## config.mk

```make
export PLATFORM = sky130hd
export DESIGN_NAME = config_frame_controller
export DESIGN_NICKNAME = d
export VERILOG_FILES = /design/src/rtl/config_frame_pkg.sv /design/src/rtl/config_strobe_decoder.sv /design/src/rtl/config_frame_controller.sv
export SDC_FILE = /design/constraint.sdc
export NUM_CORES = 1
export LEC_CHECK = 0
export CORE_AREA = 3 3 80 97
export DETAILED_ROUTE_END_ITERATION = 7
export DIE_AREA = 0 0 83 100
export GPL_ROUTABILITY_DRIVEN = 0
export PLACE_DENSITY_LB_ADDON = 0.15
export SYNTH_ARGS = -nofsm -noshare
export SYNTH_HDL_FRONTEND = slang
export SYNTH_SLANG_ARGS = --single-unit
```

## constraint.sdc

```tcl
create_clock -name CLK -period 4.9 [get_ports CLK]
set_input_delay 1.225 -clock CLK [delete_from_list [all_inputs] [get_ports CLK]]
set_output_delay 1.225 -clock CLK [all_outputs]
set_load 0.01 [all_outputs]
```

## src/rtl/config_frame_pkg.sv

```systemverilog
// Shared definitions for the frame configuration controller: session states,
// the default sync word and the header word field layout.
package config_frame_pkg;

    typedef enum logic [1:0] {
        IDLE   = 2'd0,
        HEADER = 2'd1,
        DATA   = 2'd2,
        STROBE = 2'd3
    } state_t;

    localparam logic [31:0] SYNC_WORD = 32'hFAB0_FAB1;

    localparam int DESYNC_BIT  = 31;
    localparam int INDEX_LSB   = 0;
    localparam int INDEX_MSB   = 7;
    localparam int INDEX_WIDTH = INDEX_MSB - INDEX_LSB + 1;

endpackage

```

## src/rtl/config_strobe_decoder.sv

```systemverilog
// Registered binary-to-one-hot decoder driving the column's frame latch strobes.
// The output is a plain register, so it can never glitch or go multi-hot.
module config_strobe_decoder #(
    parameter int MaxFramesPerCol = 20,
    parameter int IndexWidth      = 8
) (
    input  logic                       clk,
    input  logic                       rst,
    input  logic                       enable,
    input  logic [IndexWidth-1:0]      index,
    output logic [MaxFramesPerCol-1:0] strobe
);

    logic [MaxFramesPerCol-1:0] strobe_next;

    always_comb begin
        strobe_next = '0;
        for (int i = 0; i < MaxFramesPerCol; i++) begin
            strobe_next[i] = enable && (index == IndexWidth'(i));
        end
    end

    // Dropping enable clears the pulse on the next edge, giving a one-cycle strobe.
    always_ff @(posedge clk or posedge rst) begin
        if (rst) begin
            strobe <= '0;
        end else begin
            strobe <= strobe_next;
        end
    end

endmodule

```

## src/rtl/config_frame_controller.sv

```systemverilog
// Decodes a sync-delimited stream of header/data word pairs into frame data
// plus a one-cycle frame latch strobe for a single fabric column.
module config_frame_controller
    import config_frame_pkg::*;
#(
    parameter int          FrameBitsPerRow = 32,
    parameter int          MaxFramesPerCol = 20,
    parameter logic [31:0] SyncWord        = SYNC_WORD
) (
    input  logic                       CLK,
    input  logic                       RESET,
    input  logic [31:0]                s_data,
    input  logic                       s_valid,
    output logic                       s_ready,
    output logic [FrameBitsPerRow-1:0] FrameData,
    output logic [MaxFramesPerCol-1:0] FrameStrobe,
    output logic                       busy,
    output logic                       error,
    output logic [15:0]                frames_written
);

    state_t                 state;
    logic [INDEX_WIDTH-1:0] frame_index;
    logic                   drop;
    logic                   accept;
    logic                   header_desync;
    logic [INDEX_WIDTH-1:0] header_index;
    logic                   index_valid;
    logic                   strobe_enable;

    assign s_ready       = (state != STROBE);
    assign busy          = (state != IDLE);
    assign accept        = s_valid && s_ready;
    assign header_desync = s_data[DESYNC_BIT];
    assign header_index  = s_data[INDEX_MSB:INDEX_LSB];
    assign index_valid   = {1'b0, header_index} < (INDEX_WIDTH + 1)'(MaxFramesPerCol);

    // The strobe is registered on the same edge that captures FrameData.
    assign strobe_enable = accept && (state == DATA) && !drop;

    // A header with an out-of-range index still consumes its data word; the
    // drop flag swallows that word so the pair stays aligned.
    always_ff @(posedge CLK or posedge RESET) begin
        if (RESET) begin
            state          <= IDLE;
            frame_index    <= '0;
            drop           <= 1'b0;
            error          <= 1'b0;
            FrameData      <= '0;
            frames_written <= '0;
        end else begin
            case (state)
                IDLE: begin
                    if (accept && (s_data == SyncWord)) begin
                        state <= HEADER;
                    end
                end
                HEADER: begin
                    if (accept) begin
                        if (header_desync) begin
                            state <= IDLE;
                        end else begin
                            state <= DATA;
                            if (index_valid) begin
                                frame_index <= header_index;
                            end else begin
                                error <= 1'b1;
                                drop  <= 1'b1;
                            end
                        end
                    end
                end
                DATA: begin
                    if (accept) begin
                        if (drop) begin
                            drop  <= 1'b0;
                            state <= HEADER;
                        end else begin
                            FrameData <= s_data[FrameBitsPerRow-1:0];
                            state     <= STROBE;
                        end
                    end
                end
                STROBE: begin
                    state <= HEADER;
                    if (frames_written != 16'hFFFF) begin
                        frames_written <= frames_written + 16'd1;
                    end
                end
                default: begin
                    state <= IDLE;
                end
            endcase
        end
    end

    config_strobe_decoder #(
        .MaxFramesPerCol(MaxFramesPerCol),
        .IndexWidth     (INDEX_WIDTH)
    ) strobe_decoder (
        .clk   (CLK),
        .rst   (RESET),
        .enable(strobe_enable),
        .index (frame_index),
        .strobe(FrameStrobe)
    );

endmodule

```

# Word level (Yosys, flattened, before mapping)
# Index checks and enable logic that the tools add are counted.
# word_totals
out_inout_bits	71
in_bits	35
register_bits	80
mem_bits_rw	0
wordCells	88
n_memories	0
latch_bits	0
romBits	0
# op_classes
mul	0
n_mux	11
add_sub_neg	1
n_lt_le_gt_ge	1
bitwise_logic	3
n_reduce_logical	35
eq_ne	30
shift	0
div_mod_pow	0
# ops
cell	n
== test 8 x 4 -> 1 bit (second input constant)	8
== test 32 bit (second input constant)	1
== test 8 x 3 -> 1 bit (second input constant)	4
== test 8 x 5 -> 1 bit (second input constant)	4
logical AND 1 bit	24
adder 16 x 1 -> 16 bit (second input constant)	1
== test 8 x 2 -> 1 bit (second input constant)	2
!= test 16 bit (second input constant)	1
!= test 2 bit (second input constant)	6
2-to-1 mux 2 bit	5
== test 8 x 1 -> 1 bit (second input constant)	1
logical NOT 8 bit	1
< comparator 8 x 5 -> 1 bit (second input constant)	1
one-hot mux 2 bit (4 select lines)	1
AND reduction 4 bit	2
AND reduction 3 bit	2
AND reduction 5 bit	1
== test 2 bit (second input constant)	2
2-to-1 mux 1 bit	4
nonzero test 2 bit	2
inverter 1 bit	3
== test 2 x 1 -> 1 bit (second input constant)	1
logical NOT 2 bit	1
one-hot mux 1 bit (2 select lines)	1
other kinds (2)	2

# Longest topological paths before layout
# Gate-level depths: netlist (run 1).
# depth
word_depth	5
ltp_mapped	7

# By module
# A second synthesis (run 1) with hierarchy kept.
# unflattened
hier_cells	255
area_unflattened_um2	3475.8
# modules_own_cells
mod	area_per_inst_um2	n_inst	seq_area_each_um2	cells_each
config_frame_controller	2756.4	1	1501.4	202
config_strobe_decoder	719.4	1	500.5	53

# Worst setup path after synthesis (run 1)
# OpenSTA, ideal clock, no wires.
# synth_timing
path_type	input port to flip-flop
from	input port s_valid
to	register state[0]
t_arrival_ns	2.207
slack_ns	2.565
required_ns	4.772
cell_stages	5
path_buffers	1
setup_time_ns	0.128
path_cell_list	nand2b_1 > buf_2 > or4_1 > nor4_1 > nor3_1
# synth_via
elab_chain_cells	4
# synth_lines
element	line	text
from (decl)	config_frame_controller.sv:13	input logic s_valid,
logical AND 1 bit *	config_frame_controller.sv:33	assign accept = s_valid && s_ready;
logical AND 1 bit	config_frame_controller.sv:54	if (accept && (s_data == SyncWord)) begin
!= test 2 bit (no source line)	-	
AND reduction 3 bit (no source line) *	-	
to (signal assigned)	config_frame_controller.sv:55	state <= HEADER;
to (signal assigned)	config_frame_controller.sv:61	state <= IDLE;
to (signal assigned)	config_frame_controller.sv:63	state <= DATA;
to (decl)	config_frame_controller.sv:22	state_t state;
# Mark *: on every way between the ends. The rest lies on a longest branch, timed or not.
# A chain may end at the register's enable or synchronous reset.

# Worst setup path in the final report (run 1)
# layout_timing
from	register state[1]
to	output port s_ready
# layout_via
elab_chain_cells	1
# layout_lines
element	line	text
from (signal assigned)	config_frame_controller.sv:45	state <= IDLE;
from (signal assigned)	config_frame_controller.sv:55	
from (signal assigned)	config_frame_controller.sv:61	
!= test 2 bit	config_frame_controller.sv:31	assign s_ready = (state != STROBE);
to (decl)	config_frame_controller.sv:14	output logic s_ready,
# Every way passes these cells.

==> results of run 1 <==
[cell families (layout without fill, tap and decap cells)]
group | after synthesis | after routing | synth area share [%]
buffers and inverters | 15 | 131 | 1.86
XOR/XNOR | 11 | 11 | 2.81
AND/OR/NAND/NOR | 96 | 96 | 16.8
flip-flops | 80 | 80 | 58.4
adder cells (fa/ha/maj) | 5 | 5 | 1.83
AO/OA/AOI/OAI | 28 | 28 | 5.84
multiplexers | 38 | 38 | 12.5
[final timing paths]
path,to,slack (ns)
hold reg to reg,error,0.48
setup reg to reg,FrameData[11],2.73
min in group asynchronous,strobe_decoder.strobe[10],1.38
max in group asynchronous,FrameData[3],2.67
setup / recovery,s_ready,1.96
hold / removal,error,0.48
[cell usage in the layout (no fill, tap or decap), types with 2 or more instances in the layout]
| cell type | n |
|---|---|
| sky130_fd_sc_hd__a211oi_1 | 4 |
| sky130_fd_sc_hd__a21oi_1 | 6 |
| sky130_fd_sc_hd__a31oi_1 | 4 |
| sky130_fd_sc_hd__and2_1 | 6 |
| sky130_fd_sc_hd__and3_1 | 7 |
| sky130_fd_sc_hd__and4_1 | 3 |
| sky130_fd_sc_hd__and4b_1 | 2 |
| sky130_fd_sc_hd__buf_4 | 2 |
| sky130_fd_sc_hd__clkbuf_8 | 10 |
| sky130_fd_sc_hd__clkdlybuf4s50_1 | 105 |
| sky130_fd_sc_hd__clkinv_4 | 2 |
| sky130_fd_sc_hd__clkinvlp_4 | 2 |
| sky130_fd_sc_hd__dfrtp_1 | 80 |
| sky130_fd_sc_hd__ha_1 | 5 |
| sky130_fd_sc_hd__inv_1 | 7 |
| sky130_fd_sc_hd__inv_6 | 2 |
| sky130_fd_sc_hd__mux2_2 | 37 |
| sky130_fd_sc_hd__nand2_1 | 11 |
| sky130_fd_sc_hd__nand2b_1 | 6 |
| sky130_fd_sc_hd__nand3_1 | 12 |
| sky130_fd_sc_hd__nand4_1 | 2 |
| sky130_fd_sc_hd__nor2_1 | 17 |
| sky130_fd_sc_hd__nor3_1 | 9 |
| sky130_fd_sc_hd__nor4_1 | 2 |
| sky130_fd_sc_hd__nor4b_1 | 2 |
| sky130_fd_sc_hd__nor4bb_1 | 3 |
| sky130_fd_sc_hd__o21a_1 | 2 |
| sky130_fd_sc_hd__o21ai_0 | 3 |
| sky130_fd_sc_hd__or2_2 | 2 |
| sky130_fd_sc_hd__or4_4 | 2 |
| sky130_fd_sc_hd__xnor2_1 | 7 |
| sky130_fd_sc_hd__xor2_1 | 4 |
[where the power goes]
group          internal (mW)  switching [mW]  leakage (nW)  total [mW]
clock                  0.203           0.249        0.0895       0.452
combinational          0.501           0.344         0.886       0.845
sequential             0.840           0.137          1.04       0.978
[sequential cells by signal (all words and copies together) (netlist names)]
signal and cells:
frame_index 8, error 1, frames_written 16, drop 1, strobe_decoder.strobe 20, FrameData 32, state 2
[worst max-delay path: stages (launching register included)]
cell and delay, ns:
sky130_fd_sc_hd__dfrtp_1 0.43, sky130_fd_sc_hd__ha_1 0.30, sky130_fd_sc_hd__inv_1 0.12, sky130_fd_sc_hd__clkdlybuf4s50_1 0.54
[per-layer routing]
layer / GRT usage [%] / up-vias / part of all wire [%]
li1: - / 1219 / -
met5: 0 / - / 0
met2: 30.0 / 105 / 49
met1: 22.7 / 1226 / 41
met4: 9.06 / 0 / 2.6
met3: 5.50 / 19 / 8.0
[metrics by stage]
step           worst slack, ns  total power, mW  utilization (%)  instances
2_1_floorplan             1.62             1.39                -        273
3_3_place_gp              1.81             1.82             66.7        460
3_5_place_dp              1.79             1.84             66.7        460
4_1_cts                   1.92             2.30             69.4        476
5_1_grt                   1.87             2.42             69.4        476
6_report                  1.96             2.27             69.4        476
[layout make-up]
type | count | area share (%)
clock inverters | 6 | 1.05
repair buffers | 107 | 22.4
inverters | 8 | 0.658
flip-flops and latches | 80 | 42.1
well taps | 87 | 2.29
multi-input cells | 178 | 28.6
clock buffers | 10 | 2.89
==> flow_metrics.env, run 1 <==
export IMPL_cts_root_to_sink_buffers=2
export IMPL_grt_pass1_vias=2638
export IMPL_floorplan_core_area_sq_um=6850
export IMPL_clkLatencyLatePin_ns=0.35
export IMPL_outcome="finished clean"
export IMPL_cts_clk_slew_worst_paths_ns=0.08
export IMPL_htree_levels=3
export IMPL_critical_path_startpoint="state[1]"
export IMPL_hp_class="flip-flop to flip-flop"
export IMPL_clock_root_buffer="sky130_fd_sc_hd__clkbuf_8"
export IMPL_critical_path_peak_fanout=8
export IMPL_critPathKind="flip-flop to output port"
export IMPL_floorplan_io_pins=106
export IMPL_rsz_0062_raised_after_global_routing="false"
export IMPL_dpl_instance_area_sq_um=4570
export IMPL_flow_area_growth_from_synthesis_pct=38.8
export IMPL_syn_instance_count=273
export IMPL_setup_viol=0
export IMPL_port_buffers=105
export IMPL_postRouteWirelength_um=7260
export IMPL_fmax_mhz=340
export IMPL_initial_utilization_pct=50.0
export IMPL_report_final_hold_viol_count=0
export IMPL_dominantRegCellSynth="sky130_fd_sc_hd__dfrtp_1"
export IMPL_final_min_clock_period_ns=2.94
export IMPL_postCtsHoldBufs=0
export IMPL_route_detailed_drc=0
export IMPL_worst_endpoint_arrival_ns=1.72
export IMPL_fraction_of_the_yosys_area_taken_by_sequential_cells_pct=58.4
export IMPL_drive_above_1_share_pct=16.7
export IMPL_register_area_sq_um=2000
export IMPL_setup_worst_path_end_class="output port"
export IMPL_top_post_synthesis_cells_by_area="sky130_fd_sc_hd__dfrtp_1 (58%), sky130_fd_sc_hd__mux2_2 (12%), sky130_fd_sc_hd__nor2_1 (1.9%), sky130_fd_sc_hd__ha_1 (1.8%), sky130_fd_sc_hd__xnor2_1 (1.8%)"
export IMPL_synth_seq_cells=80
export IMPL_synth_edf_count=0
export IMPL_routed_wl_per_cell_um=15.3
export IMPL_num_nets_final=424
export IMPL_largest_net_degree_at_the_start_of_global_routing=57
export IMPL_ys_warnings_count=0
export IMPL_grt_first_pass_wirelength_um=12400
export IMPL_synth_largest_area_cell="sky130_fd_sc_hd__dfrtp_1"
export IMPL_post_synth_top_count_cell="sky130_fd_sc_hd__dfrtp_1"
export IMPL_floorplan_die_height_um=100
export IMPL_ys_async_sr_fraction_pct=100
export IMPL_post_cts_buffers=0
export IMPL_fp_dieW_um=83
export IMPL_cts_repair_resize_count=0
export IMPL_hold_path_depth=1
export IMPL_slew_limit_headroom_pct=37.4
export IMPL_synthesis_nets=313
export IMPL_fin_skew_ns=0.0122
export IMPL_timing_worst_slew_pin_value_ns=0.939
export IMPL_route_antenna_remaining_nets=0
export IMPL_cellLeakagePower_nw=2.02
export IMPL_layout_worst_path_cycle_share_pct=60.1
export IMPL_multi_input_area_sq_um=1360
export IMPL_crit_path_start_kind="flip-flop"
export IMPL_rr_startpoint="state[1]"
export IMPL_pwr_density_cell_nw_per_um2=478
export IMPL_synthDominantCellAreaShare_pct=58.4
export IMPL_gr_total_overflow=0
export IMPL_final_max_slew_violation_count=0
export IMPL_worstPathRequired_ns=3.67
export IMPL_antenna_cells=0
export IMPL_via_count=2569
export IMPL_routed_via_density=5.40
export IMPL_initial_antenna_violation_count=0
export IMPL_worst_r2r_path_depth=4
export IMPL_cts_made_buffers=9
export IMPL_hold_path_startpoint="error"
export IMPL_power_ir_vdd_worst_mv=0.349
export IMPL_fin_worst_hold_slack_ns=0.476
export IMPL_netlist_top_cells_count="sky130_fd_sc_hd__dfrtp_1 (80), sky130_fd_sc_hd__mux2_2 (37), sky130_fd_sc_hd__nor2_1 (17), sky130_fd_sc_hd__nand3_1 (12), sky130_fd_sc_hd__nand2_1 (11)"
export IMPL_synth_avg_cell_area_sq_um=12.6
export IMPL_die_area_sq_um=8300
export IMPL_tritoncts_clock_tree="built"
export IMPL_number_of_inserted_filler_cells_in_the_final_layout=543
export IMPL_synth_lib_cells_used_distinct=49
export IMPL_post_dp_hpwl_um=5430
export IMPL_groute_usage_overall_pct=18.5
export IMPL_tns_ns=0
export IMPL_cap_violations=0
export IMPL_clock_sinks=80
export IMPL_drt_pass1_iterations=5
export IMPL_first_iter_violations=169
export IMPL_post_synth_instance_area_sq_um=3430
export IMPL_stdcell_area_sq_um=4760
export IMPL_placementRows=33
Note: power is estimated with default switching activity, not from simulation.
==> inputs of run 2 (changes only) <==
Settings changed: CORE_AREA 3 3 80 97 to 3 3 87 105, DIE_AREA 0 0 83 100 to 0 0 90 108.
Clock period 4.9 ns to 2.4 ns, I/O delays scaled along.
==> flow_metrics.env, run 2 (synthesis results as in run 1) <==
export IMPL_outcome="finished clean"
export IMPL_rr_startpoint="state[1]"
export IMPL_crit_end="s_ready"
export IMPL_final_max_slew_violation_count=0
export IMPL_rsz_0062_raised_after_global_routing="false"
export IMPL_critical_path_peak_fanout=8
export IMPL_setup_viol=0
export IMPL_top_register_by_number_of_flip_flops="FrameData"
export IMPL_p_int_mw=3.24
export IMPL_crit_path_cell_trace="ha_2 -> inv_1 -> clkdlybuf4s50_1"
export IMPL_num_nets_final=426
export IMPL_cap_violations=0
export IMPL_route_antenna_remaining_nets=0
export IMPL_drive_above_1_share_pct=17.1
export IMPL_pwr_density_cell_nw_per_um2=967
export IMPL_multi_input_area_sq_um=1360
export IMPL_routed_via_density=5.08
export IMPL_number_of_inserted_filler_cells_in_the_final_layout=731
export IMPL_htree_levels=3
export IMPL_clkLatencyLatePin_ns=0.34
export IMPL_fmax_mhz=445
export IMPL_routed_wl_per_cell_um=14.7
export IMPL_worst_r2r_path_depth=5
export IMPL_hp_class="flip-flop to flip-flop"
export IMPL_power_frac_comb_pct=37.0
export IMPL_floorplan_die_height_um=108
export IMPL_rr_endpoint="frames_written[12]"
export IMPL_critical_path_buf_inv_count=2
export IMPL_tritoncts_clock_tree="built"
export IMPL_crit_path_start_kind="flip-flop"
export IMPL_initial_utilization_pct=41.8
export IMPL_timing_worst_slew_pin_value_ns=0.565
export IMPL_stdcell_count=505
export IMPL_groute_usage_overall_pct=15.7
export IMPL_clock_root_buffer="sky130_fd_sc_hd__clkbuf_8"
export IMPL_antenna_cells=0
export IMPL_slowest_stage="sky130_fd_sc_hd__clkdlybuf4s50_1"
export IMPL_fin_skew_ns=0.0121
export IMPL_initial_antenna_violation_count=0
export IMPL_slew_limit_headroom_pct=62.0
export IMPL_cts_made_buffers=9
export IMPL_switching_share_pct=31.0
export IMPL_post_dp_hpwl_um=5600
export IMPL_die_area_sq_um=9720
export IMPL_clock_sinks=80
export IMPL_first_iter_violations=85
export IMPL_post_cts_buffers=0
export IMPL_timing_critical_path_max_delay_family="buffers and inverters"
export IMPL_cts_repair_resize_count=0
export IMPL_route_detailed_drc=0
export IMPL_critical_path_startpoint="state[1]"
export IMPL_power_ir_vdd_worst_mv=0.568
export IMPL_cts_clk_slew_worst_paths_ns=0.07
export IMPL_report_final_hold_viol_count=0
export IMPL_layout_commonest_cell="sky130_fd_sc_hd__clkdlybuf4s50_1"
export IMPL_critical_path_max_stage_delay_ns=0.54
export IMPL_gr_total_overflow=0
export IMPL_largest_net_degree_at_the_start_of_global_routing=38
export IMPL_drt_pass1_iterations=4
export IMPL_floorplan_core_area_sq_um=8200
export IMPL_setup_worst_path_end_class="output port"
export IMPL_timing_reg2reg_setup_slack_ns=0.52
export IMPL_cts_root_to_sink_buffers=2
export IMPL_fp_dieW_um=90
export IMPL_critPathKind="flip-flop to output port"
export IMPL_postRouteWirelength_um=7420
export IMPL_register_area_sq_um=2000
export IMPL_fraction_of_power_consumed_by_the_clock_network_pct=20.7
export IMPL_placementRows=36
export IMPL_cellLeakagePower_nw=2.05
export IMPL_grt_pass1_vias=2595
export IMPL_flow_area_growth_from_synthesis_pct=41.7
export IMPL_grt_first_pass_wirelength_um=12400
export IMPL_postCtsHoldBufs=0
export IMPL_final_min_clock_period_ns=2.25
export IMPL_layout_cells_most_common_list="sky130_fd_sc_hd__clkdlybuf4s50_1 (104), sky130_fd_sc_hd__dfrtp_1 (80), sky130_fd_sc_hd__mux2_2 (37)"
export IMPL_layout_worst_path_cycle_share_pct=93.7
export IMPL_worstPathRequired_ns=1.80
export IMPL_worstSetupPathDepth=3
export IMPL_tns_ns=0
export IMPL_via_count=2565
export IMPL_switching_component_of_the_power_mw=1.46
export IMPL_largest_register_ff_count=32
export IMPL_layout_top_registers="FrameData (32), strobe_decoder.strobe (20), frames_written (16)"
export IMPL_worst_endpoint_arrival_ns=1.65
export IMPL_power_share_sequential_pct=42.3
export IMPL_floorplan_io_pins=106
export IMPL_port_buffers=105
export IMPL_place_detailed_instances=489
run 2: layout make-up:
type                            count  share of cell area [%]
Clock buffer                       10                    2.63
Clock inverter                      6                    1.34
Inverter                            8                   0.696
Multi-Input combinational cell    178                    28.1
Sequential cell                    80                    41.2
Tap cell                          114                    2.94
Timing Repair Buffer              109                    23.1
run 2: per-layer routing:
layer | routed length (um) | track usage (%) | vias to the layer above | share of wire [%]
li1 | - | - | 1219 | -
met1 | 3150 | 19.0 | 1251 | 42
met2 | 3500 | 25.7 | 84 | 47
met3 | 621 | 5.29 | 11 | 8.4
met4 | 152 | 6.78 | 0 | 2.0
met5 | 0 | 0 | - | 0
run 2: power groups by stage:
stage	logic, mW	registers, mW	clock network, mW
floorplan	0.726	2.11	0
global route	1.90	2.05	1.06
global placement	1.75	2.00	0
detailed placement	1.76	2.01	0
CTS	1.77	1.99	1.01
finish	1.74	1.99	0.973
run 2: worst min path at each step:
stage,cells past startpoint,start,slack [ns],to
global route,1,error,0.49,error
detailed placement,1,error,0.46,error
finish,1,error,0.47,error
global placement,1,error,0.45,error
floorplan,1,frame_index[6],0.45,frame_index[6]
CTS,1,error,0.48,error
run 2: per-stage QoR:
step           utilization (%)  instance area (sq um)  power [mW]  setup WS [ns]  hold WS [ns]
4_1_cts                   59.2                   4850        4.77         0.0457         0.476
6_report                  59.2                   4860        4.70          0.152         0.466
3_5_place_dp              56.8                   4660        3.77         0.0644         0.459
3_3_place_gp              56.8                   4660        3.74          0.153         0.453
2_1_floorplan                -                   3430        2.84          0.530         0.455
5_1_grt                   59.2                   4860        5.01         0.0937         0.490
